`src/rtl/button_conditioner.sv`:
```
// button_conditioner
//   Multi-channel conditioner for raw push-button / switch inputs.
//   Each channel runs an independent pipeline:
//     2-FF synchroniser -> counter debounce -> press/release one-pulses
//     -> optional hold-to-autorepeat FSM, plus a press-pulse stretcher.
//   All outputs are registered and every channel has its own private state.
//
// Ports
//   clk            in   1         single clock, everything on posedge
//   rst            in   1         synchronous, active-high reset
//   in_raw         in   CHANNELS  asynchronous raw inputs, active-high
//   level          out  CHANNELS  debounced level
//   press_pulse    out  CHANNELS  1-cycle pulse on debounced rising edge
//   release_pulse  out  CHANNELS  1-cycle pulse on debounced falling edge
//   repeat_pulse   out  CHANNELS  1-cycle autorepeat pulses while held
//   stretched_out  out  CHANNELS  press widened to STRETCH cycles

module button_conditioner #(
    parameter int CHANNELS      = 4,
    parameter int STABLE_CYCLES = 4,
    parameter int REPEAT_EN     = 1,
    parameter int REPEAT_DELAY  = 16,
    parameter int REPEAT_PERIOD = 8,
    parameter int STRETCH       = 4
) (
    input  logic                clk,
    input  logic                rst,
    input  logic [CHANNELS-1:0] in_raw,
    output logic [CHANNELS-1:0] level,
    output logic [CHANNELS-1:0] press_pulse,
    output logic [CHANNELS-1:0] release_pulse,
    output logic [CHANNELS-1:0] repeat_pulse,
    output logic [CHANNELS-1:0] stretched_out
);

    localparam int CNT_W   = (STABLE_CYCLES > 2) ? $clog2(STABLE_CYCLES) : 1;
    localparam int TMR_MAX = (REPEAT_DELAY > REPEAT_PERIOD) ? REPEAT_DELAY : REPEAT_PERIOD;
    localparam int TMR_W   = $clog2(TMR_MAX + 1);
    localparam int SCNT_W  = (STRETCH > 1) ? $clog2(STRETCH + 1) : 1;

    localparam logic [CNT_W-1:0]  CNT_LAST  = CNT_W'(STABLE_CYCLES - 1);
    localparam logic [TMR_W-1:0]  TMR_ONE   = TMR_W'(1);
    localparam logic [TMR_W-1:0]  DELAY_T   = TMR_W'(REPEAT_DELAY);
    localparam logic [TMR_W-1:0]  PERIOD_T  = TMR_W'(REPEAT_PERIOD);
    localparam logic [SCNT_W-1:0] SCNT_ONE  = SCNT_W'(1);
    localparam logic [SCNT_W-1:0] SCNT_LOAD = SCNT_W'(STRETCH);

    typedef enum logic [1:0] {
        ST_IDLE   = 2'd0,
        ST_DELAY  = 2'd1,
        ST_REPEAT = 2'd2
    } rep_state_t;

    for (genvar ch = 0; ch < CHANNELS; ch++) begin : g_chan
        logic              s1;
        logic              s2;
        logic              lvl;
        logic              prs;
        logic              rls;
        logic              rpt;
        logic              str;
        logic [CNT_W-1:0]  cnt;
        logic [TMR_W-1:0]  tmr;
        logic [SCNT_W-1:0] scnt;
        rep_state_t        state;
        logic              flip;
        logic              rise;
        logic              fall;

        // The debounced level flips on the edge where the counter has already
        // seen STABLE_CYCLES-1 disagreeing samples and the current one also
        // disagrees. rise/fall mark that edge so the pulses, the repeat FSM
        // and the stretcher all react on the very same clock as the level.
        always_comb begin
            flip = 1'b0;
            rise = 1'b0;
            fall = 1'b0;
            if ((s2 != lvl) && (cnt == CNT_LAST)) begin
                flip = 1'b1;
            end
            rise = flip && s2;
            fall = flip && !s2;
        end

        always_ff @(posedge clk) begin
            if (rst) begin
                s1    <= 1'b0;
                s2    <= 1'b0;
                lvl   <= 1'b0;
                prs   <= 1'b0;
                rls   <= 1'b0;
                rpt   <= 1'b0;
                str   <= 1'b0;
                cnt   <= '0;
                tmr   <= '0;
                scnt  <= '0;
                state <= ST_IDLE;
            end else begin
                s1  <= in_raw[ch];
                s2  <= s1;
                prs <= rise;
                rls <= fall;

                // Any agreeing sample restarts the stability count, so a
                // glitch shorter than STABLE_CYCLES never moves the level.
                if (s2 == lvl) begin
                    cnt <= '0;
                end else if (cnt == CNT_LAST) begin
                    lvl <= s2;
                    cnt <= '0;
                end else begin
                    cnt <= cnt + 1'b1;
                end

                // stretched_out is registered from the next counter value,
                // so it rises together with press_pulse and stays up for
                // exactly STRETCH cycles. A new press simply reloads.
                if (rise) begin
                    scnt <= SCNT_LOAD;
                    str  <= 1'b1;
                end else if (scnt != '0) begin
                    scnt <= scnt - 1'b1;
                    str  <= (scnt != SCNT_ONE);
                end else begin
                    str  <= 1'b0;
                end

                // Release has priority over timer expiry, so letting go on
                // the expiry cycle produces no stray repeat pulse.
                rpt <= 1'b0;
                if (REPEAT_EN == 0) begin
                    state <= ST_IDLE;
                    tmr   <= '0;
                end else begin
                    case (state)
                        ST_IDLE: begin
                            if (rise) begin
                                state <= ST_DELAY;
                                tmr   <= TMR_ONE;
                            end
                        end
                        ST_DELAY: begin
                            if (fall) begin
                                state <= ST_IDLE;
                            end else if (tmr == DELAY_T) begin
                                rpt   <= 1'b1;
                                state <= ST_REPEAT;
                                tmr   <= TMR_ONE;
                            end else begin
                                tmr <= tmr + 1'b1;
                            end
                        end
                        ST_REPEAT: begin
                            if (fall) begin
                                state <= ST_IDLE;
                            end else if (tmr == PERIOD_T) begin
                                rpt <= 1'b1;
                                tmr <= TMR_ONE;
                            end else begin
                                tmr <= tmr + 1'b1;
                            end
                        end
                        default: begin
                            state <= ST_IDLE;
                        end
                    endcase
                end
            end
        end

        assign level[ch]         = lvl;
        assign press_pulse[ch]   = prs;
        assign release_pulse[ch] = rls;
        assign repeat_pulse[ch]  = rpt;
        assign stretched_out[ch] = str;
    end

endmodule
```
`config.mk`:
```
export PLATFORM = sky130hd
export DESIGN_NAME = button_conditioner
export DESIGN_NICKNAME = d
export VERILOG_FILES = /design/src/rtl/button_conditioner.sv
export SDC_FILE = /design/constraint.sdc
export NUM_CORES = 1
export LEC_CHECK = 0
export ABC_AREA = 1
export CAP_MARGIN = 20
export CORE_AREA = 10 10 96 98
export DETAILED_ROUTE_END_ITERATION = 16
export DIE_AREA = 0 0 106 108
export PLACE_DENSITY = 0.77
export SETUP_SLACK_MARGIN = 0.02
export SYNTH_ARGS = -nofsm -noshare
export SYNTH_HDL_FRONTEND = slang
export SYNTH_SLANG_ARGS = --single-unit
```
`constraint.sdc`:
```
create_clock -name clk -period 2.4 [get_ports clk]
set_input_delay 0.72 -clock clk [delete_from_list [all_inputs] [get_ports clk]]
set_output_delay 0.72 -clock clk [all_outputs]
set_load 0.005 [all_outputs]
```
Yosys cells after proc, flatten, opt, wreduce, memory -nomap -nowiden
Index checks and enable logic that the tools add are counted.

storage, ports and cells
  bits in registers = 76
  bits of input ports = 6

operators by class
  add/sub/neg operators = 12
  equal/unequal tests = 52
  muxes and demuxes = 84
  bitwise operators = 4
  reductions and logical operators = 52

operator list
  kind                                                                      count
  5-bit two-way mux                                                         20
  5-bit case mux with 3 select lines                                        4
  2-bit two-way mux                                                         16
  2-bit inequality test (second input constant)                             16
  1-bit two-way mux                                                         28
  3-bit two-way mux                                                         8
  2-bit case mux with 3 select lines                                        4
  3-bit nonzero test                                                        8
  5-bit by 1-bit adder with 5-bit output (second input constant)            4
  5-bit by 4-bit == test with 1-bit output (second input constant)          4
  5-bit == test (second input constant)                                     4
  2-bit == test (second input constant)                                     8
  4-bit AND reduction                                                       4
  1-bit logical AND                                                         12
  3-bit by 1-bit inequality test with 1-bit output (second input constant)  4
  3-bit inequality test (second input constant)                             4
  3-bit AND reduction                                                       4
  3-bit OR reduction                                                        4
  3-bit by 1-bit subtractor with 3-bit output (second input constant)       4
  2-bit by 1-bit adder with 2-bit output (second input constant)            4
  2-bit by 1-bit == test with 1-bit output (second input constant)          4
  2-bit logical NOT                                                         4
  1-bit case mux with 2 select lines                                        4
  2-bit AND reduction                                                       4
  6 further kinds                                                           24

Logic depth before layout (Yosys ltp)
  word-level depth = 6
  gate-level depth with buffers = 12
  depth with buffers taken out = 12

Worst setup path before layout
No wires, ideal clock.

  path kind = in2reg
  start = input rst
  end = register g_chan[3].tmr[3]
  library setup time = 0.070 ns
  data arrival time = 1.393 ns
  data required time = 2.330 ns
  path slack = 0.937 ns
  stages on the path = 8
  buffers on the path = 1
  cell sequence = buf_2 inv_2 nand2_1 inv_1 o21ai_0 a21oi_1 nand2_1 a21oi_1

RTL lines
  item                  line  source
  from (decl)           27    input logic rst,
  to (signal assigned)  150   tmr <= tmr + 1'b1;
  to (signal assigned)  160   tmr <= tmr + 1'b1;
  to (decl)             63    logic [TMR_W-1:0] tmr;

Worst setup path in the final report
  start = register g_chan[0].lvl
  end = output level[0]

RTL lines
  item                    line  source
  from (decl)             57    logic lvl;
  from (signal assigned)  89    lvl <= 1'b0;
  from (signal assigned)  109   lvl <= s2;
  to (decl)               29    output logic [CHANNELS-1:0] level,

No word-level cell between the ends.

==> impl_metrics.py <==
metrics = {
    "die": {
        "io_pins": 26,
        "core_area_um2": 7447,
        "rows": 32,
        "dieArea_um2": 11450,
        "start_util_pct": 55.63,
        "die_h_um": 108,
        "die_x_um": 106,
    },
    "cells_and_area": {
        "drive_above_1_share_pct": 7.877,
        "instances_no_fill": 686,
        "num_antenna_cells": 0,
        "nets": 622,
        "mostFrequentLayoutCell": "nand2_1",
        "mostFrequentLayoutCells": "120 x nand2_1, 88 x inv_1, 76 x dfxtp_1, 62 x nor2_1, 48 x a21oi_1",
        "syn2layout_area_growth_pct": 10.63,
        "nFillCells": 692,
    },
    "global_routing": {
        "antenna_found_initial": 0,
        "grt_pass1_vias": 3237,
        "grt_pass1_wl_mm": 13.72,
        "grt_overflow": 0,
        "grt_use_total_pct": 14.12,
        "grt_max_degree": 35,
    },
    "timing": {
        "slew-limit-headroom_pct": 68.29,
        "rsz0062_at_grt": "no",
        "fin_crit_sh_pct": 86.97,
        "max_freq_mhz": 479.1,
        "period_needed_ns": 2.087,
        "hold_viol_final": 0,
        "holdWs_ns": 0.4068,
        "setup_viol": 0,
        "worst_pin_slew_ns": 0.4707,
        "drv_slew": 0,
        "setup_tns_ns": 0,
        "finClkSkew_ns": 0.007923,
    },
    "route": {
        "drt_iter0_markers": 137,
        "vias": 3368,
        "via_per_inst": 4.910,
        "ant_nets": 0,
        "wirelength_mm": 7.809,
        "wl_per_cell_um": 11.38,
        "drt_first_pass_iters": 4,
        "drc_errors": 0,
    },
    "placement": {
        "port_buffers": 25,
        "gp_congestion": 0.8560,
        "dp.cells": 670,
        "post-dp-hpwl_mm": 5.677,
    },
    "clock_tree": {
        "cts_buffer_depth": 2,
        "root_buffer": "clkbuf_8",
        "cts.sinks": 76,
        "cts_tree": "built",
        "post-cts-setup-buffer-count": 0,
        "clock_latency_ns": 0.35,
        "postCtsResizedCells": 0,
        "htree_num_levels": 3,
        "cts_buffers": 9,
        "postCtsHoldBufs": 0,
        "path_clk_slew_ns": 0.07,
    },
    "yosys": {
        "synth_seq_area_share_pct": 36.73,
        "synth-edff-count": 0,
        "synth_fp_nets": 611,
        "synth-seq-cells": 76,
        "syn-instance-count": 568,
        "yosysWarnings": 0,
        "ys_types": 25,
        "synth_top_flop_cell": "dfxtp_1",
        "syn_avg_cell_area_um2": 7.294,
        "synthArstFlopShare_pct": 0,
        "syn_area_um2": 4143,
    },
    "critical_path": {
        "required_ns": 1.68,
        "critPathBufInv": 1,
        "rr_endpoint": "g_chan[3].tmr[2]",
        "r2r_start": "g_chan[3].state[0]",
        "crit_fanout": 7,
        "cp-end-kind": "output pin",
        "crit_family": "buffers and inverters",
        "cpPeakStageDelay_ns": 0.55,
        "crit_chain": "clkdlybuf4s50_1",
        "critPathSlowestCell": "clkdlybuf4s50_1",
        "crit_path_start_kind": "register",
        "crit_type": "reg2out",
        "r2r_setup_slack_ns": 0.85,
        "r2r_cells": 10,
        "cp.arrival_ns": 1.37,
    },
    "min_path": {
        "hold_end": "g_chan[2].s2",
        "hold_path_depth": 2,
        "hp-start": "g_chan[2].s1",
        "hp-class": "reg2reg",
    },
    "outcome": {
        "status": "completed",
    },
    "pwr": {
        "power.density_nw_per_um2": 915.9,
        "peakVddDrop_uv": 523.2,
        "power.leakage_nw": 2.075,
    },
    "run": {
        "drv_cap": 0,
    },
}
-- how the worst max path moves through the flow --
stage,startpoint,end,slack [ns],cells after the start
after global routing,g_chan[0].lvl,level[0],0.24,1
after detailed placement,rst,g_chan[3].tmr[0],0.44,5
after global placement,rst,g_chan[0].cnt[1],0.46,5
after floorplan,rst,g_chan[3].tmr[3],0.94,8
final,g_chan[0].lvl,level[0],0.31,1
after CTS,g_chan[0].lvl,level[0],0.29,1
-- state kept, by name, summed over array words and instances (netlist names) --
register	count
g_chan.cnt	8
g_chan.scnt	12
g_chan.s1	4
g_chan.tmr	20
g_chan.state	8
g_chan.rls	4
g_chan.str	4
g_chan.lvl	4
g_chan.rpt	4
g_chan.s2	4
g_chan.prs	4
-- through the flow --
stage / setup WS, ns / util, % / total power (W) / instance area, µm²
floorplan: 0.9372 / - / 0.002770 / 4143
global placement: 0.4637 / 58.43 / 0.002984 / 4352
detailed placement: 0.4402 / 58.43 / 0.003074 / 4352
CTS: 0.2892 / 61.54 / 0.004230 / 4583
global route: 0.2413 / 61.54 / 0.004536 / 4583
finish: 0.3126 / 61.54 / 0.004198 / 4583
-- cell families (layout without fill, tap and decap cells) --
group / count (synthesis) / in the layout / synth area share, %
compound gates: 69 / 69 / 8.819
flops: 76 / 76 / 36.73
simple gates: 254 / 254 / 28.12
xor+xnor: 10 / 10 / 2.114
fa+ha+maj: 37 / 37 / 11.17
buf+inv: 122 / 138 / 13.05
-- layer usage --
layer | track usage (%) | vias up | part of all wire, %
met4 | 6.190 | 0 | 2.2
met3 | 3.212 | 19 | 4.1
met5 | 0 | - | 0
met2 | 25.09 | 59 | 49
li1 | - | 1780 | -
met1 | 15.93 | 1510 | 44
-- final cells by class --
cell class	count	area [µm²]	share of cell area (%)
Multi-Input combinational cell	370	2081	45.40
Sequential cell	76	1521	33.20
Inverter	95	356.6	7.781
Timing Repair Buffer	27	265.3	5.788
Clock buffer	11	131.4	2.867
Tap cell	102	127.6	2.785
Clock inverter	5	100.1	2.184
-- Yosys cell counts, types with 2 or more instances --
cell type	count	area share, %
nand2_2	3	0.45
or2_2	4	0.60
ha_1	37	11
nand4_1	12	1.8
nor2_1	62	5.6
o21bai_1	2	0.36
a21oi_1	48	5.8
nand3_2	7	1.7
o21ai_1	7	0.85
buf_2	3	0.36
nand2_4	5	1.4
dfxtp_1	76	37
xor2_1	10	2.1
nand2_1	120	11
nor2_8	2	0.97
o21ai_0	10	1.2
inv_2	7	0.63
inv_1	88	8.0
clkbuf_1	3	0.27
nand3_1	37	4.5
buf_4	21	3.8
-- power by group --
part | switching [W] | internal [W]
Combinational | 0.000885 | 0.000573
Clock | 0.000459 | 0.000688
Sequential | 0.000144 | 0.00145
Total | 0.00149 | 0.00271
No activity file was read; power rests on OpenSTA's default activity.
